File: src/rtl/div_sched.sv
// Round-robin scheduler that shares one multi-cycle divider among N_REQ requesters.
// Operands are latched at grant; the quotient is captured into z_out as the job completes.
module div_sched #(
    parameter int unsigned N_REQ       = 4,
    parameter int unsigned STRT_HOLD   = 3,
    parameter int unsigned DIV_LATENCY = 40
) (
    input  logic                  i_clk,
    input  logic                  i_rst_n,
    input  logic [N_REQ-1:0]      i_req,
    input  logic [32*N_REQ-1:0]   i_a_in,
    input  logic [32*N_REQ-1:0]   i_b_in,
    output logic [N_REQ-1:0]      o_gnt,
    output logic [N_REQ-1:0]      o_done,
    output logic [31:0]           o_z_out,
    output logic                  o_busy,
    output logic                  o_div_strt,
    output logic [31:0]           o_div_a,
    output logic [31:0]           o_div_b,
    input  logic [31:0]           i_div_z
);

    localparam int unsigned PW   = (N_REQ > 1) ? $clog2(N_REQ) : 1;
    localparam int unsigned PW1  = PW + 1;
    localparam int unsigned MAXC = (STRT_HOLD > DIV_LATENCY) ? STRT_HOLD : DIV_LATENCY;
    localparam int unsigned CW   = $clog2(MAXC + 1);

    typedef enum logic [1:0] {StIdle, StIssue, StWait, StDone} state_e;

    state_e          r_state, w_state_nxt;
    logic [PW-1:0]   r_ptr, r_sel, w_sel, w_off;
    logic [PW:0]     w_sum;
    logic [CW-1:0]   r_cnt;
    logic [31:0]     r_div_a, r_div_b, r_z;
    logic [31:0]     w_a, w_b;
    logic [N_REQ-1:0] w_rot;
    logic            w_any;

    // Rotate requests so bit 0 is the requester at ptr; the lowest set bit wins.
    always_comb begin
        w_rot = N_REQ'({i_req, i_req} >> r_ptr);
        w_any = |w_rot;
        w_off = '0;
        for (int i = int'(N_REQ) - 1; i >= 0; i--) begin
            if (w_rot[i]) w_off = PW'(i);
        end
        w_sum = {1'b0, r_ptr} + {1'b0, w_off};
        if (w_sum >= PW1'(N_REQ)) w_sum = w_sum - PW1'(N_REQ);
        w_sel = w_sum[PW-1:0];
        w_a   = '0;
        w_b   = '0;
        for (int i = 0; i < int'(N_REQ); i++) begin
            if (w_sel == PW'(i)) begin
                w_a = i_a_in[32*i +: 32];
                w_b = i_b_in[32*i +: 32];
            end
        end
    end

    always_comb begin
        w_state_nxt = r_state;
        case (r_state)
            StIdle:  if (w_any) w_state_nxt = StIssue;
            StIssue: if (r_cnt == CW'(STRT_HOLD - 1)) w_state_nxt = StWait;
            StWait:  if (r_cnt == CW'(DIV_LATENCY - 1)) w_state_nxt = StDone;
            StDone:  w_state_nxt = StIdle;
            default: w_state_nxt = StIdle;
        endcase
    end

    always_ff @(posedge i_clk or negedge i_rst_n) begin
        if (!i_rst_n) begin
            r_state <= StIdle;
            r_ptr   <= '0;
            r_sel   <= '0;
            r_cnt   <= '0;
            r_div_a <= '0;
            r_div_b <= '0;
            r_z     <= '0;
        end else begin
            r_state <= w_state_nxt;
            case (r_state)
                StIdle: begin
                    if (w_any) begin
                        r_sel   <= w_sel;
                        r_div_a <= w_a;
                        r_div_b <= w_b;
                        r_cnt   <= '0;
                    end
                end
                StIssue: begin
                    if (r_cnt == CW'(STRT_HOLD - 1)) r_cnt <= '0;
                    else                             r_cnt <= r_cnt + 1'b1;
                end
                StWait: begin
                    // Capture on entry to DONE so z_out is already valid while done pulses.
                    if (r_cnt == CW'(DIV_LATENCY - 1)) begin
                        r_cnt <= '0;
                        r_z   <= i_div_z;
                    end else begin
                        r_cnt <= r_cnt + 1'b1;
                    end
                end
                StDone: begin
                    if (r_sel == PW'(N_REQ - 1)) r_ptr <= '0;
                    else                         r_ptr <= r_sel + 1'b1;
                end
                default: r_cnt <= '0;
            endcase
        end
    end

    always_comb begin
        o_gnt  = '0;
        o_done = '0;
        for (int i = 0; i < int'(N_REQ); i++) begin
            if (r_sel == PW'(i)) begin
                o_gnt[i]  = (r_state == StIssue) && (r_cnt == '0);
                o_done[i] = (r_state == StDone);
            end
        end
    end

    assign o_busy     = (r_state != StIdle);
    assign o_div_strt = (r_state == StIssue);
    assign o_div_a    = r_div_a;
    assign o_div_b    = r_div_b;
    assign o_z_out    = r_z;

endmodule

File: config.mk
export PLATFORM = sky130hd
export DESIGN_NAME = div_sched
export DESIGN_NICKNAME = d
export VERILOG_FILES = /design/src/rtl/div_sched.sv
export SDC_FILE = /design/constraint.sdc
export NUM_CORES = 1
export LEC_CHECK = 0
export BUFFER_PORTS_ARGS = -buffer_cell sky130_fd_sc_hd__buf_4
export CAP_MARGIN = 20
export CORE_AREA = 2 2 154 156
export CTS_CLUSTER_SIZE = 25
export DETAILED_ROUTE_END_ITERATION = 7
export DIE_AREA = 0 0 156 158
export SETUP_SLACK_MARGIN = 0.15
export SYNTH_ARGS = -nofsm -noshare
export SYNTH_HDL_FRONTEND = slang
export SYNTH_SLANG_ARGS = --single-unit
File: constraint.sdc
create_clock -name i_clk -period 3.6 [get_ports i_clk]
set_input_delay 0.18 -clock i_clk [delete_from_list [all_inputs] [get_ports i_clk]]
set_output_delay 0.18 -clock i_clk [all_outputs]
set_load 0.02 [all_outputs]
---- Word level (Yosys, flattened, before mapping) ----
Cells that the tools add are included.
operators by class
  $add $sub $neg .......................... 4
  order comparisons ....................... 1
  eq/ne operators ......................... 14
  shift-type cells ........................ 1
  multiplexer cells ....................... 30
  reductions and logical operators ........ 12
operators by type and width
  operator                                       number
  two-way mux 32 bit                             8
  two-way mux 2 bit                              9
  two-way mux 6 bit                              3
  one-hot mux 6 bit (3 select lines)             1
  == test 2 bit, second input constant           6
  two-way mux 1 bit                              8
  one-hot mux 2 bit (4 select lines)             1
  right shift 8 x 2 -> 4 bit                     1
  adder 6 x 1 -> 6 bit, second input constant    1
  == test 2 x 1 -> 1 bit, second input constant  3
  == test 6 x 2 -> 1 bit, second input constant  1
  == test 6 bit, second input constant           1
  logical NOT 2 bit                              3
  logical NOT 6 bit                              1
  AND reduction 2 bit                            3
  != test 2 bit, second input constant           2
  OR reduction 4 bit                             1
  adder 2 x 2 -> 3 bit                           1
  >= comparator 3 bit, second input constant     1
  AND reduction 3 bit                            1
  nonzero test 3 bit                             1
  adder 2 x 1 -> 2 bit, second input constant    1
  != test 2 x 1 -> 1 bit, second input constant  1
  nonzero test 2 bit                             1
  other kinds (2)                                2
word-level totals
  bits in registers ....................... 108
  input port bits ......................... 294
  output and inout bits ................... 106
  word-level logic and storage cells ...... 69

---- Longest topological paths before layout ----
  depth after elaboration ................. 13
  mapped depth ............................ 13
  gate-level depth less buffers ........... 9

---- Worst setup path before layout ----
Ideal clock, no wire load.
  path type ............................... register -> register
  start point ............................. register r_ptr[0]
  end point ............................... register r_div_b[10] (netlist: o_div_b[10])
  setup time .............................. 0.126 ns
  data arrival time ....................... 2.693 ns
  data required time ...................... 3.474 ns
  slack ................................... 0.781 ns
  cell stages (with the launch flop) ...... 12
  path buffers ............................ 2
  clock period less this slack ............ 2.819 ns
  path through ............................ dfrtp_1 -> buf_2 -> nor2b_1 -> a221o_1 -> nand2_1 -> o221ai_1 -> ha_1 -> xor2_1 -> xnor2_1 -> clkbuf_1 -> mux2_2 -> a221o_1
between the ends
  word-level cells in the longest chain between the ends .. 13
  elaborated cells between the ends (all ways) .. 19
  classes of those cells .................. add/sub (2); order compare (1); eq/ne (3); shift (1); mux (9); reduce/logical (3)
ends and longest elaborated chain
  item                                                              line  source
  start: declaration                                                31    logic [PW-1:0] r_ptr, r_sel, w_sel, w_off;
  start signal: assignment                                          106   else r_ptr <= r_sel + 1'b1;
  right shift 8 x 2 -> 4 bit                                        41    w_rot = N_REQ'({i_req, i_req} >> r_ptr);
  two-way mux 2 bit (4 in a row)                                    45    if (w_rot[i]) w_off = PW'(i);
  adder 2 x 2 -> 3 bit                                              47    w_sum = {1'b0, r_ptr} + {1'b0, w_off};
  >= comparator 3 bit or subtractor 2 x 1 -> 2 bit (tied branches)  48    if (w_sum >= PW1'(N_REQ)) w_sum = w_sum - PW1'(N_REQ);
  two-way mux 2 bit                                                 48
  logical NOT 2 bit                                                 53    if (w_sel == PW'(i)) begin
  two-way mux 32 bit (4 in a row)                                   53
  end signal: assignment                                            87    r_div_b <= w_b;
  end: declaration                                                  34    logic [31:0] r_div_a, r_div_b, r_z;
Several ways; a longest one is shown, not always the timed one.
A chain may end at the register's enable or synchronous reset.

---- Worst setup path after layout ----
  start point ............................. register r_ptr[0]
  end point ............................... register r_div_a[6] (netlist: o_div_a[6])
between the ends
  word-level cells in the longest chain between the ends .. 13
  elaborated cells between the ends (all ways) .. 19
  classes of those cells .................. add/sub (2); order compare (1); eq/ne (3); shift (1); mux (9); reduce/logical (3)
ends and longest elaborated chain
  item                                                              line  source
  right shift 8 x 2 -> 4 bit                                        41
  two-way mux 2 bit (4 in a row)                                    45
  adder 2 x 2 -> 3 bit                                              47
  >= comparator 3 bit or subtractor 2 x 1 -> 2 bit (tied branches)  48
  two-way mux 2 bit                                                 48
  logical NOT 2 bit                                                 53
  two-way mux 32 bit (4 in a row)                                   53
  end signal: assignment                                            86    r_div_a <= w_a;
  end: declaration                                                  34
Several ways; a longest one is shown, not always the timed one.

==> key figures <==
STA
  – Clock skew: 0.01360 ns
  – Max_slew headroom: 55.44%
  – Finish-stage setup viols: 0
  – Final-report hold violation count: 0
  – Fin crit share: ~86%
  – Setup TNS: 0 ns
  – Min cycle time layout: a little over 3 ns
  – Pins Over Slew Limit: 0
  – RSZ-0062 raised after global routing: no
  – Maximum operating frequency: 321.5 MHz
  – Tightest Pin Transition: 0.6683 ns

Worst setup path
  – Reg-to-reg startpoint: r_ptr[0]
  – FF-to-FF setup slack: 0.49 ns
  – Worst path required time: approximately 3.8 ns
  – Critical path, cell by cell: nor2b_1 -> a221o_1 -> nand2_1 -> o221ai_1 -> ha_1 -> xor2_1 -> xnor2_2 -> buf_12 -> mux2_1 -> a221o_1
  – Top delay family on crit path: compound AO/OA/AOI/OAI gates
  – Crit Path Category: reg -> reg
  – CP Depth: 10
  – CP dominant cell by count: a221o_1
  – Worst path bufs/invs: 1
  – CP Max Fanout: between 70 and 80
  – CP Capture Point: o_div_a[6]
  – CP max stage delay: 0.49 ns
  – Critical Path Start: r_ptr[0]
  – R2r worst-path depth: 10
  – R2r endpoint: o_div_a[6]
  – Crit-path slowest cell: dfrtp_1
  – Crit start category: flip-flop
  – CP arrival: 3.35 ns
  – Worst setup EP type: flip-flop

Routing
  – Antenna Nets Post-Route: 0
  – Remaining DRCs: 0
  – Drt pass-1 iters: 4
  – Met2 WL: around 12 mm
  – WL/cell: around 18 microns
  – Initial drt markers: approximately 350
  – WL met3: 1.857 mm
  – Detailed Route WL: 22.99 mm
  – Vias: 6117
  – Top Layer Used: met4
  – Met1 Routed Length: 8.966 mm
  – Via density: 4.783

Min path
  – Hold crit path type: in -> reg
  – HP Start: i_div_z[17]

Placed design
  – Port Buffers: ~400
  – Placer Congestion: 0.7646
  – Detailed Place HPWL: 17.63 mm

GRT
  – Vias in the first global route: 6147
  – Tot GR Track Use: 17.90%
  – Pin count of the biggest net entering global routing: 79
  – Total congestion overflow: 0
  – First-pass GRT wire length: 34.15 mm
  – Antenna violations before repair: 0

Yosys
  – Post-synth EDFFs: 0
  – Warnings, synthesis: 0
  – Syn nets: slightly above 900
  – Count leader, synth: nand2_1
  – Cells after Synth: 612
  – Post-synth top cells: nand2_1 (139), dfrtp_1 (108), a221o_1 (65), mux2i_1 (65), mux2_2 (55)
  – Main synth FF type: dfrtp_1
  – Synth Area in XOR/XNOR: 0.2648%
  – Synth cell types: 35
  – Mapped cell area: 0.006615 sq mm
  – Share of flip-flops with an asynchronous set or reset: 100.0%
  – Cell taking the most area after synthesis: dfrtp_1
  – Largest family of logic cells by synthesized area: multiplexers
  – Flops & latches, synth: 108
  – Post-synthesis simple-gate area fraction: 10.80%
  – Mux contribution to synthesized area: 28.33%
  – Seq/Total Area, Yosys: around 41%
  – Post-Syn Area per Cell: 10.81 sq um
  – Post-synth top area share: between 40% and 50%
  – Adder-cell share of the synthesized area: 2.459%
  – Synth Area in Compound Gates: 12.60%
  – Synth top area cells: dfrtp_1 (41%), a221o_1 (9.8%), mux2i_1 (9.8%), mux2_2 (9.4%), nand2_1 (7.9%)

Power and ir drop
  – PwrDens: 920.4 mW/mm^2
  – IR drop worst, VDD: around 0.00063 V
  – Post-layout power: ~9.3 mW
  – NetSw: a little over 4 mW
  – P_leak: ~5 nW
  – Internal Power: 5.291 mW
  – Net Sw Frac: 43.34%
  – Gate power share: roughly two thirds
  – Sequential share of power: 21.0%
  – Power share of the clock group: 10.9%

Status
  – Status: finished, final reports clean

Die
  – # rows: 56
  – Die H: 158 microns
  – # IOs: 400
  – Die extent in x: approximately 160 microns
  – Core ar.: 0.02305 sq mm
  – Die area: around 0.025 sq mm
  – Initial Util: 28.70%

CTS
  – Clock Latency Late Sink: 0.36 ns
  – CTS tree: yes
  – Clk sinks: 108
  – Root Buffer: clkbuf_16
  – CTS resizes: 0
  – Post-CTS Repair Setup Buffers: 0
  – Clock Path Buffers: 2
  – CTS buffer count: 9
  – H-tree depth: 3
  – Clk pin slew, worst setup/hold paths: 0.09 ns
  – Hold_buf cts: 1

Final layout
  – ANT cells: 0
  – Nets: between 1000 and 1500
  – Area growth syn-to-layout: 53.38%
  – Share of post-route cells with drive strength above 1: 51.97%

Job
  – Max Cap Viol: 0
==> final cells by class <==
| cell class | count | area [sq um] |
|---|---|---|
| multi-input combinational | 446 | 3626 |
| clock buffer | 10 | 239.0 |
| clock inverter | 6 | 55.05 |
| sequential | 108 | 2703 |
| inverter | 10 | 37.54 |
| fill | 2248 | 12910 |
| timing repair buffer | 409 | 3123 |
| tap | 290 | 362.8 |
==> flip-flops by register name, summed over array words and instances (netlist names) <==
signal	cells
o_div_b	32
r_sel	2
r_cnt	6
r_ptr	2
o_z_out	32
o_div_a	32
r_state	2
==> cell families after synthesis <==
logic type,Yosys count
AND/OR/NAND/NOR,175
multiplexers,164
flip-flops,108
AO/OA/AOI/OAI,92
buffers and inverters,58
adder cells (fa/ha/maj),13
XOR/XNOR,2
==> layout by cell type, fill, tap and decap left out, types with 2 or more instances in the layout <==
master / n
a21boi_0: 2
nand2b_1: 2
buf_4: 404
mux2_1: 15
o31ai_1: 3
nor2_4: 2
buf_12: 4
mux2_4: 29
inv_8: 2
ha_1: 13
nand3_1: 5
a21oi_1: 2
nand2_1: 139
clkinvlp_4: 2
mux2i_1: 65
and3_1: 2
nor2_1: 8
nor2b_1: 4
o221ai_1: 2
mux2_2: 55
nor3_1: 3
inv_1: 10
a221o_1: 65
dfrtp_1: 108
and2_1: 8
o21ai_0: 11
clkbuf_16: 9
==> layer usage <==
layer / track usage [%] / up-vias
li1: - / 2954
met1: 20.78 / 2865
met2: 32.11 / 269
met3: 4.626 / 29
met4: 6.029 / 0
met5: 0 / -
==> worst min-delay path by stage <==
stage | slack [ns] | depth (start not counted) | to
global placement | 0.25 | 1 | o_z_out[20]
CTS | 0.03 | 2 | o_z_out[17]
detailed placement | 0.25 | 1 | o_z_out[23]
floorplan | -0.12 | 0 | o_div_a[0]
global route | 0.03 | 2 | o_z_out[17]
finish | 0.05 | 2 | o_z_out[17]
==> power groups by stage <==
stage	combinational, mW	clock (mW)	sequential, mW
3_5_place_dp	6.45	0	1.98
2_1_floorplan	4.42	0	2.36
4_1_cts	6.45	1.05	1.96
6_report	6.36	1.02	1.96
5_1_grt	6.86	1.10	2.02
3_3_place_gp	6.34	0	1.97
==> per-stage QoR <==
step | hold WS, ns | utilization [%] | cells | cell area [sq um] | worst slack, ns
floorplan | -0.1156 | - | 612 | 6615 | 0.7805
global route | 0.03387 | 44.01 | 1279 | 10150 | 0.2842
detailed placement | 0.2460 | 42.69 | 1262 | 9842 | 0.5086
CTS | 0.02744 | 44.01 | 1279 | 10150 | 0.5002
global placement | 0.2475 | 42.69 | 1262 | 9842 | 0.5541
finish | 0.04527 | 44.01 | 1279 | 10150 | 0.4896
No activity file was read; power rests on OpenSTA's default activity.
